[config.mk]
export PLATFORM = sky130hd
export DESIGN_NAME = quiz_round_controller
export DESIGN_NICKNAME = d
export VERILOG_FILES = /design/src/rtl/quiz_round_controller.sv
export SDC_FILE = /design/constraint.sdc
export NUM_CORES = 1
export LEC_CHECK = 0
export ABC_AREA = 1
export CAP_MARGIN = 10
export CELL_PAD_IN_SITES_DETAIL_PLACEMENT = 1
export CELL_PAD_IN_SITES_GLOBAL_PLACEMENT = 2
export CORE_MARGIN = 5
export CORE_UTILIZATION = 29
export DETAILED_ROUTE_END_ITERATION = 16
export PLACE_DENSITY_LB_ADDON = 0.1
export SLEW_MARGIN = 20
export SYNTH_ARGS = -nofsm -noshare
export SYNTH_HDL_FRONTEND = slang
export SYNTH_SLANG_ARGS = --single-unit
[constraint.sdc]
create_clock -name clk -period 3.1 [get_ports clk]
set_input_delay 0.93 -clock clk [delete_from_list [all_inputs] [get_ports clk]]
set_output_delay 0.93 -clock clk [all_outputs]
set_load 0.01 [all_outputs]
[src/rtl/quiz_round_controller.sv]
// Round sequencer for the math-challenge game: requests operands, runs the per-question
// countdown, judges the switch answer against the latched datapath result and keeps score.
module quiz_round_controller #(
   parameter int ROUNDS         = 10,
   parameter int TIME_LIMIT     = 9,
   parameter int FEEDBACK_TICKS = 2
) (
   input  logic       clk,
   input  logic       reset,
   input  logic       tick,
   input  logic       start_btn,
   input  logic       check_btn,
   input  logic [7:0] answer,
   input  logic [7:0] expected,
   input  logic       exp_valid,
   output logic       new_q,
   output logic [3:0] timer,
   output logic [3:0] round,
   output logic [3:0] score,
   output logic [9:0] lights,
   output logic       ok,
   output logic       bad,
   output logic       done
);

   localparam logic [3:0] ROUNDS_L  = 4'(ROUNDS);
   localparam logic [3:0] TIME_L    = 4'(TIME_LIMIT);
   localparam logic [3:0] FB_LAST_L = 4'(FEEDBACK_TICKS - 1);

   typedef enum logic [2:0] {
      IDLE     = 3'd0,
      REQ      = 3'd1,
      WAIT_EXP = 3'd2,
      ANSWER   = 3'd3,
      FEEDBACK = 3'd4,
      DONE     = 3'd5
   } state_t;

   state_t     state;
   logic [1:0] start_sync;
   logic [1:0] check_sync;
   logic       start_prev;
   logic       check_prev;
   logic [7:0] exp_latched;
   logic [3:0] fb_cnt;
   logic       start_press;
   logic       check_press;

   // A press is the synchronized high-to-low transition, so a held button fires once.
   assign start_press = start_prev & ~start_sync[1];
   assign check_press = check_prev & ~check_sync[1];

   assign done = (state == DONE);

   always_comb begin
      lights = '0;
      for (int i = 0; i < 10; i++) begin
         lights[i] = (i < int'(score));
      end
   end

   always_ff @(posedge clk) begin
      if (reset) begin
         state       <= IDLE;
         start_sync  <= 2'b11;
         check_sync  <= 2'b11;
         start_prev  <= 1'b1;
         check_prev  <= 1'b1;
         exp_latched <= '0;
         fb_cnt      <= '0;
         new_q       <= 1'b0;
         timer       <= '0;
         round       <= '0;
         score       <= '0;
         ok          <= 1'b0;
         bad         <= 1'b0;
      end else begin
         start_sync <= {start_sync[0], start_btn};
         check_sync <= {check_sync[0], check_btn};
         start_prev <= start_sync[1];
         check_prev <= check_sync[1];
         new_q      <= 1'b0;

         case (state)
            IDLE: begin
               if (start_press) begin
                  state <= REQ;
                  round <= 4'd1;
                  score <= '0;
                  new_q <= 1'b1;
               end
            end
            REQ: begin
               timer <= TIME_L;
               state <= WAIT_EXP;
            end
            WAIT_EXP: begin
               if (exp_valid) begin
                  exp_latched <= expected;
                  state       <= ANSWER;
               end
            end
            ANSWER: begin
               // A check press outranks an expiring tick in the same cycle.
               if (check_press) begin
                  fb_cnt <= '0;
                  state  <= FEEDBACK;
                  if (answer == exp_latched) begin
                     ok <= 1'b1;
                     if (score != ROUNDS_L) score <= score + 4'd1;
                  end else begin
                     bad <= 1'b1;
                  end
               end else if (tick) begin
                  if (timer == 4'd1) begin
                     timer  <= '0;
                     bad    <= 1'b1;
                     fb_cnt <= '0;
                     state  <= FEEDBACK;
                  end else begin
                     timer <= timer - 4'd1;
                  end
               end
            end
            FEEDBACK: begin
               if (tick) begin
                  if (fb_cnt == FB_LAST_L) begin
                     ok  <= 1'b0;
                     bad <= 1'b0;
                     if (round == ROUNDS_L) begin
                        state <= DONE;
                     end else begin
                        round <= round + 4'd1;
                        new_q <= 1'b1;
                        state <= REQ;
                     end
                  end else begin
                     fb_cnt <= fb_cnt + 4'd1;
                  end
               end
            end
            DONE: begin
               if (start_press) begin
                  score <= '0;
                  round <= 4'd1;
                  new_q <= 1'b1;
                  state <= REQ;
               end
            end
            default: state <= IDLE;
         endcase
      end
   end

endmodule

## Word-level counts from Yosys, hierarchy flattened

Index checks and enable logic that the tools add are counted.

- Bits in registers: 36
- Word-level logic and storage cells: 113

- Add/sub/neg operators: 4
- Order comparisons: 10
- Eq/ne operators: 24
- Multiplexer cells: 44
- Bitwise operators: 4
- Reduce and logical (&&, ||, !) cells: 14

Operators by type and width:

| kind | count |
|---|---|
| $mux W4 | 16 |
| $pmux W4 S2 | 4 |
| $mux W3 | 8 |
| $ne A2 B2 Y1 const B | 10 |
| $reduce_and A5 Y1 | 4 |
| $lt A3 B4 Y1 const A | 4 |
| $pmux W3 S5 | 1 |
| $add A4 B1 Y4 const B | 3 |
| $mux W1 | 12 |
| $reduce_and A6 Y1 | 2 |
| $ne A3 B3 Y1 const B | 3 |
| $eq A4 B1 Y1 const B | 2 |
| $eq A8 B8 Y1 | 1 |
| $lt A1 B4 Y1 const A | 2 |
| $lt A2 B4 Y1 const A | 2 |
| $lt A4 B4 Y1 const A | 2 |
| $reduce_bool A2 Y1 | 4 |
| $eq A3 B2 Y1 const B | 2 |
| $eq A3 B3 Y1 const B | 2 |
| $pmux W1 S2 | 3 |
| $eq A4 B4 Y1 const B | 1 |
| $ne A4 B4 Y1 const B | 1 |
| $sub A4 B1 Y4 const B | 1 |
| $eq A3 B1 Y1 const B | 1 |
| other kinds (7) | 9 |

## Depth between registers and ports, before layout

- Word-level depth: 5
- Mapped depth: 12
- Mapped depth without buffers: 11

## Worst setup path after synthesis

Ideal clock, no wire load.

- Path kind: register to output
- Start point: reg score[1]
- End point: out lights[4]
- Data arrival time: 1034 ps
- Required time: 2170 ps
- Path slack: 1136 ps
- Cell stages (with the launch flop): 4
- Path buffers: 0
- Path through: dfxtp_1 > inv_1 > ha_1 > o21ai_0

- Word-level cells in the longest chain between the ends: 1

RTL lines:

| item | RTL line | text |
|---|---|---|
| from (decl) | 19 | `output logic [3:0] score,` |
| from (signal assigned) | 110 | `if (score != ROUNDS_L) score <= score + 4'd1;` |
| $lt A3 B4 Y1 | 58 | `lights[i] = (i < int'(score));` |
| to (decl) | 20 | `output logic [9:0] lights,` |

No other way between the ends.

## Final worst setup path

- Start point: reg score[0]
- End point: out lights[4]

Same word-level chain as after synthesis.

==> metrics.md <==
| Metric | Value |
|---|---|
| Via count | 1962 |
| CTS Hold Bufs | 0 |
| Total chip power | 2.204 mW |
| MaxCap Viol Count | 0 |
| RSZ-0062 raised after global routing | no |
| Initial Util | 30.15% |
| ANT nets after route | 0 |
| Endpoints failing hold | 0 |
| Avg Cell Area, Syn | 7.067 sq um |
| Reg2Reg Setup Slack | 1.37 ns |
| CP Data Required Time | 2.17 ns |
| Diode count | 0 |
| Die Wd | 94.50 microns |
| Status | finished, final reports clean |
| Synthesized area | between 2000 and 2500 sq um |
| Largest net degree at the start of global routing | 20 |
| CTS Buf Count | 5 |
| Critical path arrival | 1.78 ns |
| Post-synthesis mux area share | 0% |
| Clock buffer depth | 2 |
| Ys Warns | 0 |
| Core area | 6869 sq um |
| Type of origin of the critical path | flop |
| Fmax | between 0.3 and 0.4 GHz |
| Grt ovf | 0 |
| DR pass1 iterations | 4 |
| Worst Tran Pin Value | 0.4922 ns |
| Resized cells post-CTS | 0 |
| Final Non-Filler Cells | 441 |
| Largest family of logic cells by synthesized area | simple AND/OR/NAND/NOR gates |
| Top_reg_cell synth | dfxtp_1 |
| Placed cell count | 433 |
| GRT Util Overall | 12.90% |
| Xor and xnor area share after synthesis | approximately 3.8% |
| Crit. End Element | primary output |
| Filler Cell Count | 867 |
| Net Count, Synth | roughly 320 |
| Initial DRC count | 26 |
| Root buffer cell | clkbuf_8 |
| Hold Slack | 0.4157 ns |
| Post-CTS setup buffers | 0 |
| Crit path max fanout | 5 |
| Synth Instances | 293 |
| Final wirelength | 5381 microns |
| Worst clock skew | 0.004919 ns |
| Worst-Skew Late Latency | 0.29 ns |
| Crit Path Category | flop to primary output |
| HP Class | flop to flop |
| Total negative slack | 0 ns |
| Die height | between 90 and 100 microns |
| Final Net Count | around 380 |
| Post-layout minimum cycle time | 2.710 ns |
| Layout area overhead | 33.05% |
| Drc violations | 0 |
| Total die area | 8930 sq um |
| Reg clk slew, reported paths | 0.07 ns |
| Final period util | 87.42% |
| Static leakage | 1.128 nW |
| Synth Area in Adders | 5.438% |
| Gpl congestion | about 0.7 |
| TritonCTS clock tree | done |
| Sequential-to-total area share from yosys stat | a little over a third |
| Global-route wire length before repair | 9177 microns |
| Cells along the critical path | inv_1 -> ha_1 -> o21ai_0 -> clkdlybuf4s50_1 |
| I/O pin cnt | 48 |
| Final setup viols | 0 |
| Crit path max-delay cell type | clkdlybuf4s50_1 |
| Pins Over Slew Limit | 0 |
| Post-synth ARST share | 0% |
| Wirelength per Cell | approximately 12 microns |
| Layout cells sized above 1 | 12.75% |
| Synth cell types | 30 |
| Max VDD drop | 0.0004350 V |
| Critical path's largest stage delay | 0.56 ns |
| HPWL after DPL | 4183 microns |
| Initial antenna violation count | 0 |
| H-tree depth | 2 |
| Simple-Gate Fraction of Synth Area | 34.38% |
| Rel. slew slack | 67.15% |
| Compound-cell area share of the yosys netlist | 13.35% |
| FP Rows | 30 |
| Via density | 4.449 |
| Clk sinks | 36 |
| Flops & latches, synth | 36 |
| Pwr dens | 799.8 nW/um^2 |
| EDFF count, synth | 0 |
| IO buf count | 47 |
| Vias in the first global route | 1954 |
worst paths after layout:
path | from | end | cells past startpoint
worst max register to register | timer[1]$_SDFFE_PP0P_ | state[2]$_SDFFE_PP0P_ | 11
worst max-delay path | score[0]$_SDFFE_PP0P_ | lights[4] | 4
worst min register to register | check_sync[0]$_SDFF_PP1_ | check_sync[1]$_SDFF_PP1_ | 1
worst min-delay path | check_sync[0]$_SDFF_PP1_ | check_sync[1]$_SDFF_PP1_ | 1
worst max-delay path: cells and delay by family, from the launching register on:
kind,cells,cell delay [ns]
flops,1,0.42
buf+inv,2,0.67
fa+ha+maj,1,0.24
compound gates,1,0.16
state kept, by name, summed over array words and instances, names as in the netlist:
name,flops
state,3
ok,1
start_prev,1
bad,1
check_prev,1
round,4
fb_cnt,4
exp_latched,8
new_q,1
start_sync,2
check_sync,2
timer,4
score,4
stage by stage:
step | area (sq um) | setup WS, ns | utilization [%]
2_1_floorplan | 2071 | 1.136 | -
3_3_place_gp | 2648 | 0.6675 | 38.54
3_5_place_dp | 2648 | 0.6824 | 38.54
4_1_cts | 2755 | 0.3671 | 40.11
5_1_grt | 2755 | 0.2925 | 40.11
6_report | 2755 | 0.3901 | 40.11
area by class of cell:
cell class | instances | area, sq um | area share [%]
inverter | 35 | 133.9 | 4.859
tap | 96 | 120.1 | 4.360
clock buffer | 6 | 72.57 | 2.634
clock inverter | 2 | 35.03 | 1.272
multi-input combinational | 216 | 1180 | 42.82
timing repair buffer | 50 | 493.0 | 17.89
sequential | 36 | 720.7 | 26.16
cell usage in the layout (no fill, tap or decap):
cell type         n
nor2_4            3
clkbuf_1          1
clkinv_2          1
inv_4             1
xor2_1            3
nor3_1            2
ha_1              9
nor2_2            1
dfxtp_1          36
nor2_1           37
xnor2_1           6
or2_2             5
bufinv_16         1
inv_2             5
nor3b_1           1
a21oi_2           3
a221oi_1          1
buf_4             3
nand3b_1          2
inv_1            29
o21ai_0          17
clkdlybuf4s50_1  47
o21ai_1           1
nand2_1          63
clkbuf_8          5
nor2_8            1
a21oi_4           1
nand3_1          20
a21oi_1          24
nand2_2           9
a211oi_1          2
nand2_4           5
cell families (layout without fill, tap and decap cells):
logic type,count (synthesis),count (layout)
xor gates and xnor gates,9,9
DFF,36,36
buffers and inverters,41,93
AOI/OAI and AO/OA,49,49
and+or+nand+nor,149,149
adders and majority gates,9,9
routing by layer:
metal / global-route usage [%] / share of wire [%]
met3: 3.108 / 3.9
met5: 0 / 0
met4: 3.606 / 1.2
met1: 16.99 / 49
met2: 20.98 / 46
Yosys cell counts, drive strengths merged, types with 2 or more instances:
library cell	n	area, sq um
nor3	2	10.01
nand2	77	349.1
nand3b	2	15.01
o21ai	18	90.08
dfxtp	36	720.7
nor2	42	198.9
buf	4	28.78
inv	35	133.9
xnor2	6	52.55
clkbuf	2	7.510
a21oi	28	162.7
or2	5	31.28
a211oi	2	15.01
xor2	3	26.28
nand3	20	100.1
ha	9	112.6
power by group:
part           internal (mW)  switching, mW  total [mW]
registers              0.550         0.0873       0.637
logic                  0.463          0.694        1.16
clock network          0.239          0.171       0.410
total                   1.25          0.952        2.20
Power figures use the tool's default switching activity.
